File: src/rtl/ram_drain.sv
// Drains a completed page from NUM_BANK byte-wide RAM banks onto a valid/ready line stream.
// Optional feature macro RAM_CLEAR_EN: clear each line's valid flags as its read data returns.
module ram_drain #(
  parameter int NUM_BANK = 16,
  parameter int ADDR_W   = 12,
  parameter int RD_LAT   = 2
) (
  input  logic                  clk,
  input  logic                  rst_n,
  input  logic                  page_finish,
  input  logic [ADDR_W+4:0]     page_len,
  output logic                  rd_en,
  output logic [ADDR_W-1:0]     rd_addr,
  input  logic [NUM_BANK*8-1:0] rd_data,
  output logic                  ram_clr_en,
  output logic [ADDR_W-1:0]     ram_clr_addr,
  output logic [NUM_BANK*8-1:0] dout,
  output logic [NUM_BANK-1:0]   dout_keep,
  output logic                  dout_valid,
  input  logic                  dout_ready,
  output logic                  dout_last,
  output logic                  cl_finish
);
  localparam int DW    = NUM_BANK * 8;
  localparam int LW    = ADDR_W + 1;
  localparam int BW    = $clog2(NUM_BANK);
  localparam int DEPTH = (RD_LAT + 2 > 4) ? RD_LAT + 2 : 4;
  localparam int PW    = $clog2(DEPTH);
  localparam int CW    = $clog2(DEPTH + 1);
  localparam logic [CW:0] DEPTH_C = (CW+1)'(DEPTH);

  typedef enum logic [1:0] {ST_IDLE, ST_READ, ST_DRAIN, ST_DONE} state_t;

  state_t              state_r;
  logic [LW-1:0]       lines_r;
  logic [BW-1:0]       tail_r;
  logic [LW-1:0]       rd_cnt_r;
  logic                armed_r;
  logic [CW-1:0]       infl_r;
  logic [RD_LAT-1:0]   pipe_vld_r;
  logic [ADDR_W-1:0]   pipe_tag_r [RD_LAT];
  logic [DW-1:0]       fifo_data_r [DEPTH];
  logic [NUM_BANK-1:0] fifo_keep_r [DEPTH];
  logic                fifo_last_r [DEPTH];
  logic [PW-1:0]       wr_ptr_r;
  logic [PW-1:0]       rd_ptr_r;
  logic [CW-1:0]       cnt_r;

  logic [LW-1:0]       lines_s;
  logic [CW:0]         occ_s;
  logic                start_s;
  logic                issue_s;
  logic                push_s;
  logic                pop_s;
  logic                push_last_s;
  logic [NUM_BANK-1:0] push_keep_s;

  function automatic logic [PW-1:0] next_ptr(input logic [PW-1:0] p);
    if (p == PW'(DEPTH - 1)) begin
      return '0;
    end else begin
      return p + PW'(1);
    end
  endfunction

  // Page sizing, read credit and the per-line keep/last tags for the returning data
  always_comb begin
    lines_s     = LW'(page_len >> BW) + LW'(|page_len[BW-1:0]);
    start_s     = (state_r == ST_IDLE) && page_finish && armed_r;
    occ_s       = {1'b0, cnt_r} + {1'b0, infl_r};
    issue_s     = (state_r == ST_READ) && (occ_s < DEPTH_C);
    push_s      = pipe_vld_r[RD_LAT-1];
    pop_s       = (cnt_r != '0) && dout_ready;
    push_last_s = ({1'b0, pipe_tag_r[RD_LAT-1]} == (lines_r - LW'(1)));
    if (push_last_s && (tail_r != '0)) begin
      push_keep_s = ~({NUM_BANK{1'b1}} << tail_r);
    end else begin
      push_keep_s = {NUM_BANK{1'b1}};
    end
  end

  // Page control FSM: sizing, read address counter and restart interlock
  always_ff @(posedge clk or negedge rst_n) begin
    if (!rst_n) begin
      state_r  <= ST_IDLE;
      lines_r  <= '0;
      tail_r   <= '0;
      rd_cnt_r <= '0;
      armed_r  <= 1'b1;
    end else begin
      case (state_r)
        ST_IDLE: begin
          if (!page_finish) armed_r <= 1'b1;
          if (start_s) begin
            lines_r  <= lines_s;
            tail_r   <= page_len[BW-1:0];
            rd_cnt_r <= '0;
            state_r  <= (page_len == '0) ? ST_DONE : ST_READ;
          end
        end
        ST_READ: begin
          if (issue_s) begin
            rd_cnt_r <= rd_cnt_r + LW'(1);
            if (rd_cnt_r == (lines_r - LW'(1))) state_r <= ST_DRAIN;
          end
        end
        ST_DRAIN: begin
          if (pop_s && dout_last && (infl_r == '0) && (cnt_r == CW'(1))) state_r <= ST_DONE;
        end
        ST_DONE: begin
          armed_r <= 1'b0;
          state_r <= ST_IDLE;
        end
        default: state_r <= ST_IDLE;
      endcase
    end
  end

  // Read-latency delay line: each issued read arrives at its tail exactly RD_LAT cycles later
  always_ff @(posedge clk or negedge rst_n) begin
    if (!rst_n) begin
      pipe_vld_r <= '0;
      infl_r     <= '0;
      for (int i = 0; i < RD_LAT; i++) pipe_tag_r[i] <= '0;
    end else begin
      pipe_vld_r[0] <= issue_s;
      pipe_tag_r[0] <= rd_cnt_r[ADDR_W-1:0];
      for (int i = 1; i < RD_LAT; i++) begin
        pipe_vld_r[i] <= pipe_vld_r[i-1];
        pipe_tag_r[i] <= pipe_tag_r[i-1];
      end
      infl_r <= infl_r + CW'(issue_s) - CW'(push_s);
    end
  end

  // Output FIFO pointers and occupancy; credit on the read side keeps pushes from overflowing
  always_ff @(posedge clk or negedge rst_n) begin
    if (!rst_n) begin
      wr_ptr_r <= '0;
      rd_ptr_r <= '0;
      cnt_r    <= '0;
    end else begin
      if (push_s) wr_ptr_r <= next_ptr(wr_ptr_r);
      if (pop_s)  rd_ptr_r <= next_ptr(rd_ptr_r);
      cnt_r <= cnt_r + CW'(push_s) - CW'(pop_s);
    end
  end

  // Output FIFO storage
  always_ff @(posedge clk) begin
    if (push_s) begin
      fifo_data_r[wr_ptr_r] <= rd_data;
      fifo_keep_r[wr_ptr_r] <= push_keep_s;
      fifo_last_r[wr_ptr_r] <= push_last_s;
    end
  end

  assign rd_en      = issue_s;
  assign rd_addr    = issue_s ? rd_cnt_r[ADDR_W-1:0] : '0;
  assign dout_valid = (cnt_r != '0);
  assign dout       = dout_valid ? fifo_data_r[rd_ptr_r] : '0;
  assign dout_keep  = dout_valid ? fifo_keep_r[rd_ptr_r] : '0;
  assign dout_last  = dout_valid ? fifo_last_r[rd_ptr_r] : 1'b0;
  assign cl_finish  = (state_r == ST_DONE);

`ifdef RAM_CLEAR_EN
  assign ram_clr_en   = pipe_vld_r[RD_LAT-1];
  assign ram_clr_addr = pipe_vld_r[RD_LAT-1] ? pipe_tag_r[RD_LAT-1] : '0;
`else
  assign ram_clr_en   = 1'b0;
  assign ram_clr_addr = '0;
`endif

endmodule

File: config.mk
export PLATFORM = sky130hd
export DESIGN_NAME = ram_drain
export DESIGN_NICKNAME = d
export VERILOG_FILES = /design/src/rtl/ram_drain.sv
export SDC_FILE = /design/constraint.sdc
export NUM_CORES = 1
export LEC_CHECK = 0
export CORE_MARGIN = 5
export CORE_UTILIZATION = 40
export CTS_BUF_LIST = sky130_fd_sc_hd__clkbuf_4 sky130_fd_sc_hd__clkbuf_8
export DETAILED_ROUTE_END_ITERATION = 10
export SLEW_MARGIN = 10
export SYNTH_ARGS = -nofsm -noshare
export SYNTH_HDL_FRONTEND = slang
export SYNTH_SLANG_ARGS = --single-unit
File: constraint.sdc
create_clock -name clk -period 6.9 [get_ports clk]
set_input_delay 0.69 -clock clk [delete_from_list [all_inputs] [get_ports clk]]
set_output_delay 0.69 -clock clk [all_outputs]
set_load 0.01 [all_outputs]
# Word-level counts from Yosys, hierarchy flattened
# Memory sizes are Yosys's and may differ from the RTL's.
# Cells that the tools add are included.
# word_totals
ff_bits,69
ram_bits,580
input_bits,149
out_inout_bits,173
elab_cells,81
mem_count,3
# memory_table
name,depth,width,rd,rd_ports_with_merged_regs,write_ports,line,text
fifo_data_r,4,128,1,0,1,42,logic [DW-1:0] fifo_data_r [DEPTH];
fifo_keep_r,4,16,1,0,1,43,logic [NUM_BANK-1:0] fifo_keep_r [DEPTH];
fifo_last_r,4,1,1,0,1,44,logic fifo_last_r [DEPTH];
# classes
n_addsub,10
magnitude_cmp,1
n_eq_ne,13
n_shift,1
mux,20
n_bitwise,1
reduce_logical,20
# op_table
cell,n
128-bit two-way mux,1
16-bit two-way mux,2
13-bit two-way mux,2
13-bit one-hot mux with 2 select lines,1
17-bit logical NOT,1
16-bit NOT,1
"16-bit by 4-bit << shifter with 16-bit output, first input constant",1
2-bit two-way mux,7
13-bit by 1-bit adder with 13-bit output,1
"13-bit by 1-bit adder with 13-bit output, second input constant",1
12-bit by 13-bit equality test with 1-bit output,1
13-bit equality test,1
"13-bit by 1-bit subtractor with 13-bit output, second input constant",1
12-bit two-way mux,1
"2-bit equality test, second input constant",4
1-bit logical AND,8
"2-bit inequality test, second input constant",4
2-bit one-hot mux with 4 select lines,1
3-bit by 1-bit adder with 3-bit output,2
3-bit by 1-bit subtractor with 3-bit output,2
"2-bit by 1-bit adder with 2-bit output, second input constant",2
3-bit by 3-bit adder with 4-bit output,1
"4-bit by 3-bit less-than comparator with 1-bit output, second input constant",1
1-bit two-way mux,4
other kinds (13),15

# Depth between registers and ports, before layout
# Gate-level depths: netlist of the first run.
# depth
ltp_word,7
ltp_mapped,12
ltp_nobuf,10

# Least setup slack after synthesis of the first run
# No wires, ideal clock.
# synth_path
path_type,reg2reg
startpoint,register wr_ptr_r[0]
endpoint,memory fifo_data_r[0][0] (netlist name) (enable)
setup_ns,0.521
arrival_ns,3.942
t_required_ns,6.379
setup_slack_ns,2.437
path_stages_with_launch,4
path_buffers,0
period_less_slack_ns,4.463
cell_sequence,dfrtp_1 inv_1 ha_1 and2_1
# synth_lines
item,line,text
start: declaration,45,logic [PW-1:0] wr_ptr_r;
start signal: assignment,143,if (push_s) wr_ptr_r <= next_ptr(wr_ptr_r);
end: declaration,42,
# No word-level cell before the write port.

# Final worst setup path of the first run
# layout_path
startpoint,register rd_ptr_r[1]
endpoint,output port dout[63]
# layout_between
elab_chain_cells,2
# layout_rtl
item,line,text
start: declaration,46,logic [PW-1:0] rd_ptr_r;
start signal: assignment,144,if (pop_s) rd_ptr_r <= next_ptr(rd_ptr_r);
memory 4 x 128 bit,n/a,
128-bit two-way mux,161,assign dout = dout_valid ? fifo_data_r[rd_ptr_r] : '0;
end: declaration,17,"output logic [NUM_BANK*8-1:0] dout,"
# No other way between the ends.

==> metrics.yaml, run 1 <==
coreArea_um2: 65500
fin_crit_ns: 4.33
numCtsBuffers: 106
rrSetupSlack_ns: 2.88
grt-ovfl-total: 0
avgViaCountPerCell: 5.06
nets: 1917
drtIter0Drc: 755
fp.dieW_um: 267
clock_skew_ns: 0.0379
path_cells: "buf_4 -> mux4_2 -> and2_1 -> clkdlybuf4s50_1"
rows: 94
reg2reg_to: "fifo_keep_r[0][12]"
clk_pin_slew_ns: 0.06
fin_crit_sh: 0.627
grtUsageTotal: 0.163
cts_tree: "done"
dr_total_vias: 13600
clock_latency_ns: 0.70
start_util: 0.402
synth.cell_area_um2: 26300
cts_root_buf: "clkbuf_8"
power.total_mw: 13.1
setup_violations: 0
final_common_cell: "edfxtp_1"
dpl_worst_slack_ns: 2.99
cp-end-kind: "output port"
cp_data_arrival_time_ns: 3.64
synth.area.top_cells: "edfxtp_1, mux4_2, dfrtp_1"
area_growth_pct: 23.0
cpPeakStageDelay_ns: 0.95
irDropWorstVdd_mv: 0.234
fmax_mhz: 231
postCtsResizedCells: 0
slew_viol_final: 0
yosys_warnings: 0
leakage_nw: 10.7
synth_edf_count: 580
grt_first_pass_wirelength_mm: 89.2
hp-class: "in -> async"
drc_errors: 0
yosysSeqAreaShare: 0.727
n_fill_cell: 5480
crit_type: "reg -> out"
status: "complete, no violations"
port-buffer-count: 308
die-area_um2: 71100
cp_max_fo: 49
tightestPinTransition_ns: 1.05
power_density_nw_per_um2: 405
slew_headroom: 0.300
cts-htree-levels: 3
avgSynthCellArea_um2: 18.9
synthCells: 1393
hold_buffers: 0
clockBufferDepth: 3
antenna_found_initial: 5
tns_ns: 0
hold_violations: 0
drt-total-wl_mm: 58.7
slowest_stage: "dfrtp_4"
ant_nets: 0
grt_max_degree: 90
place_congestion: 0.819
reg2reg_from: "lines_r[0]"
yosysTopAreaCell: "edfxtp_1"
synth_top_area_share: 0.661
ff2ff_path_depth: 8
cp.required_ns: 6.21
post_drt_wl_per_cell_um: 21.8
place_area_um2: 30200
ys_seq_elements: 649
cp-start-kind: "flop"
fin_ws_ns: 2.57
firstDrtPassIters: 5
grt_pass1_vias: 14700
cts_setup_buffers: 0
die_h_um: 267
drive_above_1_share: 0.205
hpwl_mm: 35.3
synth_ff_type: "edfxtp_1"
finalInstanceArea_um2: 32400
rsz0062_at_grt: "false"
boundaryPins: 322
synth_cell_types: 79
cts.sinks: 649
maxCapViolations: 0
final_cell_mix: "edfxtp_1, clkdlybuf4s50_1, and2_1, mux4_2, clkbuf_8"
ys_async_sr_fraction: 0.106
-- cell usage after synthesis, drive strengths merged, types with 2 or more instances --
cell type	count
and3	6
dfrtp	68
o211ai	7
and4	2
nand2	38
or3	4
and2	162
conb	2
inv	26
nand4b	6
buf	50
xor2	20
o21ai	25
a2111oi	3
nor2b	5
edfxtp	580
xnor2	32
clkbuf	41
or2	3
nor2	29
nand4	8
mux4	145
a211oi	2
a21oi	8
or4	7
o31a	2
nand2b	4
o31ai	3
o41ai	3
o221ai	2
a31oi	3
a22oi	2
ha	19
nand3b	3
mux2	9
fa	2
nor4	8
a311oi	2
nand3	11
nor3	19
-- area by class of cell --
type	count	area [um2]	share of cell area
clock inverters	46	385	0.0119
flip-flops and latches	649	19200	0.591
inverters	26	97.6	0.00301
repair buffers	323	3220	0.0992
well taps	864	1080	0.0334
diodes	3	7.51	0.000232
clock buffers	143	1770	0.0546
multi-input cells	641	6690	0.207
-- state kept, by name (all words and copies together), names as in the netlist --
signal,flops
wr_ptr_r,2
pipe_tag_r,24
fifo_last_r,4
pipe_vld_r,2
cnt_r,3
fifo_keep_r,64
lines_r,13
fifo_data_r,512
infl_r,3
state_r,2
rd_cnt_r,13
rd_ptr_r,2
tail_r,4
armed_r,1
-- metrics by stage --
stage / hold slack, ns / util / cells
2_1_floorplan: 0.331 / - / 1408
3_3_place_gp: 0.332 / 0.462 / 2503
3_5_place_dp: 0.335 / 0.462 / 2503
4_1_cts: 0.174 / 0.494 / 2692
5_1_grt: 0.272 / 0.495 / 2694
6_report: 0.215 / 0.495 / 2695
-- power by group --
part / switching [mW] / total [mW] / leakage (nW) / internal [mW]
Combinational: 2.11 / 4.56 / 3.58 / 2.44
Clock: 1.49 / 3.35 / 1.15 / 1.86
Sequential: 0.285 / 5.21 / 6.00 / 4.93
-- layer usage --
metal / wire length (um) / share of wire / GRT usage / vias to the layer above
li1: - / - / - / 6163
met1: 24700 / 0.42 / 0.215 / 7043
met2: 29400 / 0.50 / 0.274 / 345
met3: 3280 / 0.056 / 0.0364 / 90
met4: 1310 / 0.022 / 0.0512 / 2
met5: 11 / 0.00019 / 0 / -
-- cell families after synthesis --
group,share of synthesized area
AO/OA/AOI/OAI,0.0216
XOR/XNOR,0.0193
adder cells (fa/ha/maj),0.0105
buffers and inverters,0.0219
flip-flops,0.727
multiplexers,0.128
other,0.000285
AND/OR/NAND/NOR,0.0714
-- critical path, delay by kind of cell, from the launching register on --
kind,cells,cell delay [ns]
AND/OR/NAND/NOR,1,0.17
multiplexers,1,0.40
buffers and inverters,2,1.33
flip-flops,1,0.95
-- worst max-delay path by stage --
stage	start	end	cells after the start
after CTS	rd_ptr_r[1]	dout[27]	4
after detailed placement	lines_r[0]	fifo_keep_r[3][4]	8
after global placement	lines_r[0]	fifo_keep_r[2][12]	8
after floorplan	wr_ptr_r[0]	fifo_data_r[0][0]	3
after global routing	rd_ptr_r[1]	dout[15]	4
final	rd_ptr_r[1]	dout[63]	4
Power figures use the tool's default switching activity.
==> run 2, diff against run 1 <==
Clock period 6.9 ns to 4 ns, I/O delays scaled along.
==> run 2 against run 1 <==
Compared with the run above:
- clock-buffer cell count shrank 13
- worst setup slack lost 2.2 ns
- register-to-register slack got worse by 1.9 ns
- flip-flop and latch count is the same
- final cell count increased by 1.0%
- critical path depth increased by 2
- power increased by 72%
- global-route usage up 0.10 points
- sequential power up 72%
- clock power grew 65%
- combinational power up 76%
==> metrics.yaml, run 2 (same netlist as run 1, synthesis figures left out) <==
status: "complete, no violations"
cp-end-kind: "output port"
ant_nets: 0  # unchanged
maxCapViolations: 0  # unchanged
start_util: 0.402  # unchanged
grtUsageTotal: 0.164  # +0.00103
drc_errors: 0  # unchanged
cts_tree: "done"
grt_pass1_vias: 14700  # +0.075%
numCtsBuffers: 105  # -0.94%
slew_viol_final: 0  # unchanged
cts.sinks: 649  # unchanged
antenna_found_initial: 5  # unchanged
clockBufferDepth: 3  # unchanged
tightestPinTransition_ns: 0.951  # -0.0966 ns
cp.required_ns: 3.60  # -2.61 ns
avgViaCountPerCell: 5.09  # +0.55%
fin_crit_ns: 3.60
coreArea_um2: 65500  # unchanged
slew_headroom: 0.366  # +0.0663
grt_max_degree: 69  # -23%
cp_data_arrival_time_ns: 3.20  # -0.44 ns
dr_total_vias: 13900  # +1.6%
area_growth_pct: 23.8
setup_violations: 0  # unchanged
postCtsResizedCells: 0  # unchanged
hpwl_mm: 37.0  # +5.0%
fp.dieW_um: 267  # unchanged
drive_above_1_share: 0.205  # +0.000249
fmax_mhz: 277
crit_type: "reg -> out"
grt_first_pass_wirelength_mm: 89.6  # +0.40%
drt-total-wl_mm: 59.1  # +0.76%
boundaryPins: 322  # unchanged
rsz0062_at_grt: "false"
reg_top3: "fifo_data_r (512), fifo_keep_r (64), pipe_tag_r (24)"
clock_latency_ns: 0.68  # -0.02 ns
seq_area_um2: 19200  # unchanged
nets: 1932  # +0.78%
tns_ns: 0  # unchanged
largest_register_ffs: 512  # unchanged
rows: 94  # unchanged
fin_util: 0.498  # +0.00323
grt-ovfl-total: 0  # unchanged
clk_pin_slew_ns: 0.06  # about the same
post_drt_wl_per_cell_um: 21.7  # -0.27%
hold_slack_ns: 0.343  # +0.128 ns
die-area_um2: 71100  # unchanged
power_density_nw_per_um2: 690  # +70%
place_congestion: 0.791  # -3.5%
final_cell_mix: "edfxtp_1, clkdlybuf4s50_1, and2_1, mux4_2, clkbuf_8"
cts-htree-levels: 3  # unchanged
final_common_cell: "edfxtp_1"
hp-class: "reg -> reg"
largest-register: "fifo_data_r"
n_fill_cell: 5418  # -1.1%
firstDrtPassIters: 5  # unchanged
cp_max_fo: 12  # -76%
drtIter0Drc: 904  # +20%
cp-start-kind: "flop"
hold_violations: 0  # unchanged
fin_crit_sh: 0.901
leakage_nw: 10.8  # +0.69%
irDropWorstVdd_mv: 0.506  # +120%
die_h_um: 267  # unchanged
port-buffer-count: 308  # unchanged
cts_root_buf: "clkbuf_8"
clock_skew_ns: 0.0222  # -0.0157 ns
multiInputGateArea_um2: 6690  # unchanged
[run 2: cell count changes in the layout (fill, tap and decap cells not counted), sizes merged, moves of 2 or more]
cell and change:
buf +15, bufinv -2, clkbuf -13, clkinv +27, clkinvlp +2, inv -3
[run 2: repair_timing]
action / CTS / global route
setup buffers: 0 / 0
hold buffers: 1 / 0
hold endpoints to repair: 39 / 0
[run 2: final timing paths]
kind,startpoint,cells after the start,slack [ns],end
setup / recovery,infl_r[2],6,0.40,rd_addr[2]
hold / removal,pipe_tag_r[19],0,0.34,pipe_tag_r[7]
setup reg to reg,lines_r[0],9,0.99,fifo_keep_r[2][12]
hold reg to reg,pipe_tag_r[19],0,0.34,pipe_tag_r[7]
max in group asynchronous,rst_n,3,2.58,armed_r
min in group asynchronous,rst_n,2,0.41,pipe_vld_r[0]
[run 2: area by class of cell]
| class | count | share of cell area |
|---|---|---|
| clock buffers | 130 | 0.0503 |
| clock inverters | 70 | 0.0130 |
| diodes | 4 | 0.000307 |
| well taps | 864 | 0.0331 |
| multi-input cells | 641 | 0.205 |
| repair buffers | 339 | 0.108 |
| inverters | 26 | 0.00299 |
| flip-flops and latches | 649 | 0.587 |
[run 2: stage by stage]
stage | cells | cell area [um2] | setup WS, ns | power [mW]
6_report | 2723 | 32600 | 0.396 | 22.5
3_5_place_dp | 2518 | 30500 | 1.05 | 17.4
2_1_floorplan | 1408 | 26400 | 1.15 | 13.3
3_3_place_gp | 2518 | 30500 | 1.13 | 17.3
4_1_cts | 2719 | 32600 | 0.267 | 23.0
5_1_grt | 2722 | 32600 | 0.0464 | 23.8
[run 2: metal layers]
| layer | routed length, um | global-route usage |
|---|---|---|
| met2 | 30300 | 0.278 |
| met3 | 2960 | 0.0313 |
| met1 | 24600 | 0.216 |
| met4 | 1270 | 0.0540 |
| met5 | 0 | 0 |
[run 2: critical path, stage by stage (launching register included)]
cell             delay, ns
dfrtp_1               0.41
ha_1                  0.30
nor3_1                0.23
nand2_1               0.28
nor2_1                0.55
and2_1                0.22
clkdlybuf4s50_1       0.54
[run 2: where the power goes]
group | switching (mW) | total (mW) | leakage (nW) | internal, mW
sequential | 0.473 | 8.96 | 6.00 | 8.49
combinational | 3.65 | 8.03 | 3.71 | 4.37
clock | 2.61 | 5.53 | 1.09 | 2.92
total | 6.73 | 22.5 | 10.8 | 15.8
==> run 3, diff against run 2 <==
Settings changed: CORE_MARGIN 5 to unset.
==> run 3 against run 2 <==
Compared with the run above:
- routed wire length is 3.1% lower
- die area is 5.9% lower
- sequential share of layout area about the same
- first-iteration DRC count is 22% lower
- clock-buffer cell count increased by 6
- final cell count fell by 0.33%
- critical path type unchanged
- highest routed layer is now met5
==> metrics.yaml, run 3 (same netlist as run 1, synthesis figures left out) <==
boundaryPins: 322  # unchanged
reg_top3: "fifo_data_r (512), fifo_keep_r (64), pipe_tag_r (24)"
crit_type: "reg -> out"
port-buffer-count: 308  # unchanged
ff2ff_path_depth: 9  # unchanged
slew_viol_final: 0  # unchanged
cts-htree-levels: 3  # unchanged
reg2reg_from: "lines_r[0]"
tns_ns: 0  # unchanged
cp_data_arrival_time_ns: 3.28  # +0.08 ns
clock_latency_ns: 0.67  # about the same
grt_first_pass_wirelength_mm: 86.9  # -3.0%
nets: 1931  # -0.052%
grt-ovfl-total: 0  # unchanged
drive_above_1_share: 0.206  # about the same
largest-register: "fifo_data_r"
clock_skew_ns: 0.0197  # -0.00253 ns
fin_crit_sh: 0.921  # +0.0195
clk_pin_slew_ns: 0.06  # about the same
ant_nets: 0  # unchanged
rsz0062_at_grt: "false"
start_util: 0.406  # +0.00432
drt-total-wl_mm: 57.3  # -3.1%
grtUsageTotal: 0.172  # +0.00785
die_h_um: 259  # -3.0%
final_common_cell: "edfxtp_1"
area_growth_pct: 23.8  # about the same
largest_register_ffs: 512  # unchanged
clockBufferDepth: 3  # unchanged
fmax_mhz: 272  # -2.1%
setup_violations: 0  # unchanged
cp-end-kind: "output port"
fin_crit_ns: 3.68  # +0.0778 ns
irDropWorstVdd_mv: 0.454  # -10%
leakage_nw: 10.8  # about the same
hpwl_mm: 35.1  # -5.3%
drtIter0Drc: 709  # -22%
tightestPinTransition_ns: 0.951  # +0.000933 ns
dpl_worst_slack_ns: 0.957  # -0.0974 ns
place_congestion: 0.823  # +4.1%
fin_ws_ns: 0.318  # -0.0778 ns
grt_max_degree: 68  # -1.4%
hp-class: "in -> async"
fp.dieW_um: 259  # -3.0%
reg2reg_to: "fifo_keep_r[1][12]"
grt_pass1_vias: 14500  # -1.8%
cts.sinks: 649  # unchanged
power_density_nw_per_um2: 691  # about the same
antenna_found_initial: 7  # +2
avgViaCountPerCell: 5.07  # -0.48%
numCtsBuffers: 107  # +1.9%
rrSetupSlack_ns: 0.94  # -0.05 ns
cp-start-kind: "flop"
dr_total_vias: 13700  # -0.81%
post_drt_wl_per_cell_um: 21.1  # -2.8%
slew_headroom: 0.349  # -0.0170
cts_root_buf: "clkbuf_8"
cts_tree: "done"
rows: 93  # -1.1%
firstDrtPassIters: 6  # +1
die-area_um2: 66900  # -5.9%
maxCapViolations: 0  # unchanged
drc_errors: 0  # unchanged
cp.required_ns: 3.60  # about the same
status: "complete, no violations"
hold_violations: 0  # unchanged
final_cell_mix: "edfxtp_1, clkdlybuf4s50_1, and2_1, mux4_2, clkbuf_8"
coreArea_um2: 64800  # -1.1%
cp_max_fo: 12  # unchanged
==> run 3: worst max-delay path by stage <==
stage	from	endpoint	slack (ns)	depth (start not counted)
4_1_cts	rd_ptr_r[0]	dout[21]	0.16	4
6_report	infl_r[2]	rd_addr[2]	0.32	6
3_5_place_dp	rd_ptr_r[0]	dout[21]	0.96	4
3_3_place_gp	rd_ptr_r[0]	dout[21]	0.97	4
2_1_floorplan	wr_ptr_r[0]	fifo_data_r[0][0]	1.15	3
5_1_grt	infl_r[2]	rd_addr[1]	0.03	6
==> run 3: routing by layer <==
| metal | global-route usage | share of wire |
|---|---|---|
| met2 | 0.287 | 0.51 |
| met4 | 0.0625 | 0.020 |
| met1 | 0.224 | 0.42 |
| met5 | 0 | 0.00075 |
| met3 | 0.0357 | 0.049 |
==> run 3: what timing repair did <==
action	4_1_cts	5_1_grt
setup buffers	0	0
hold endpoints to repair	31	0
hold buffers	1	0
setup endpoints to repair	0	0
gates resized for setup	0	0
==> run 3: through the flow <==
step	instance area, um2	power [mW]	instances	hold slack, ns	utilization
global placement	30500	17.2	2506	0.332	0.470
global route	32600	23.7	2713	0.295	0.503
floorplan	26400	13.3	1408	0.104	-
CTS	32600	23.0	2709	0.267	0.503
detailed placement	30500	17.3	2506	0.335	0.470
finish	32600	22.5	2714	0.344	0.503
==> run 3: critical path, stage by stage, from the launching register on <==
cell	delay, ns
dfrtp_1	0.41
ha_1	0.30
nor3_1	0.28
nand2_1	0.31
nor2_1	0.56
and2_1	0.22
clkdlybuf4s50_1	0.54
==> run 3: where the power goes <==
part / total, mW / switching, mW / internal, mW
Combinational: 7.92 / 3.55 / 4.38
Clock: 5.58 / 2.57 / 3.01
Sequential: 9.02 / 0.536 / 8.49
==> run 3: cell type report <==
type	instances	area, um2
clock inverter	66	384
fill	5353	32200
clock buffer	136	1710
inverter	26	97.6
sequential	649	19200
tap	855	1070
timing repair buffer	336	3490
antenna	5	12.5
multi-input combinational	641	6690
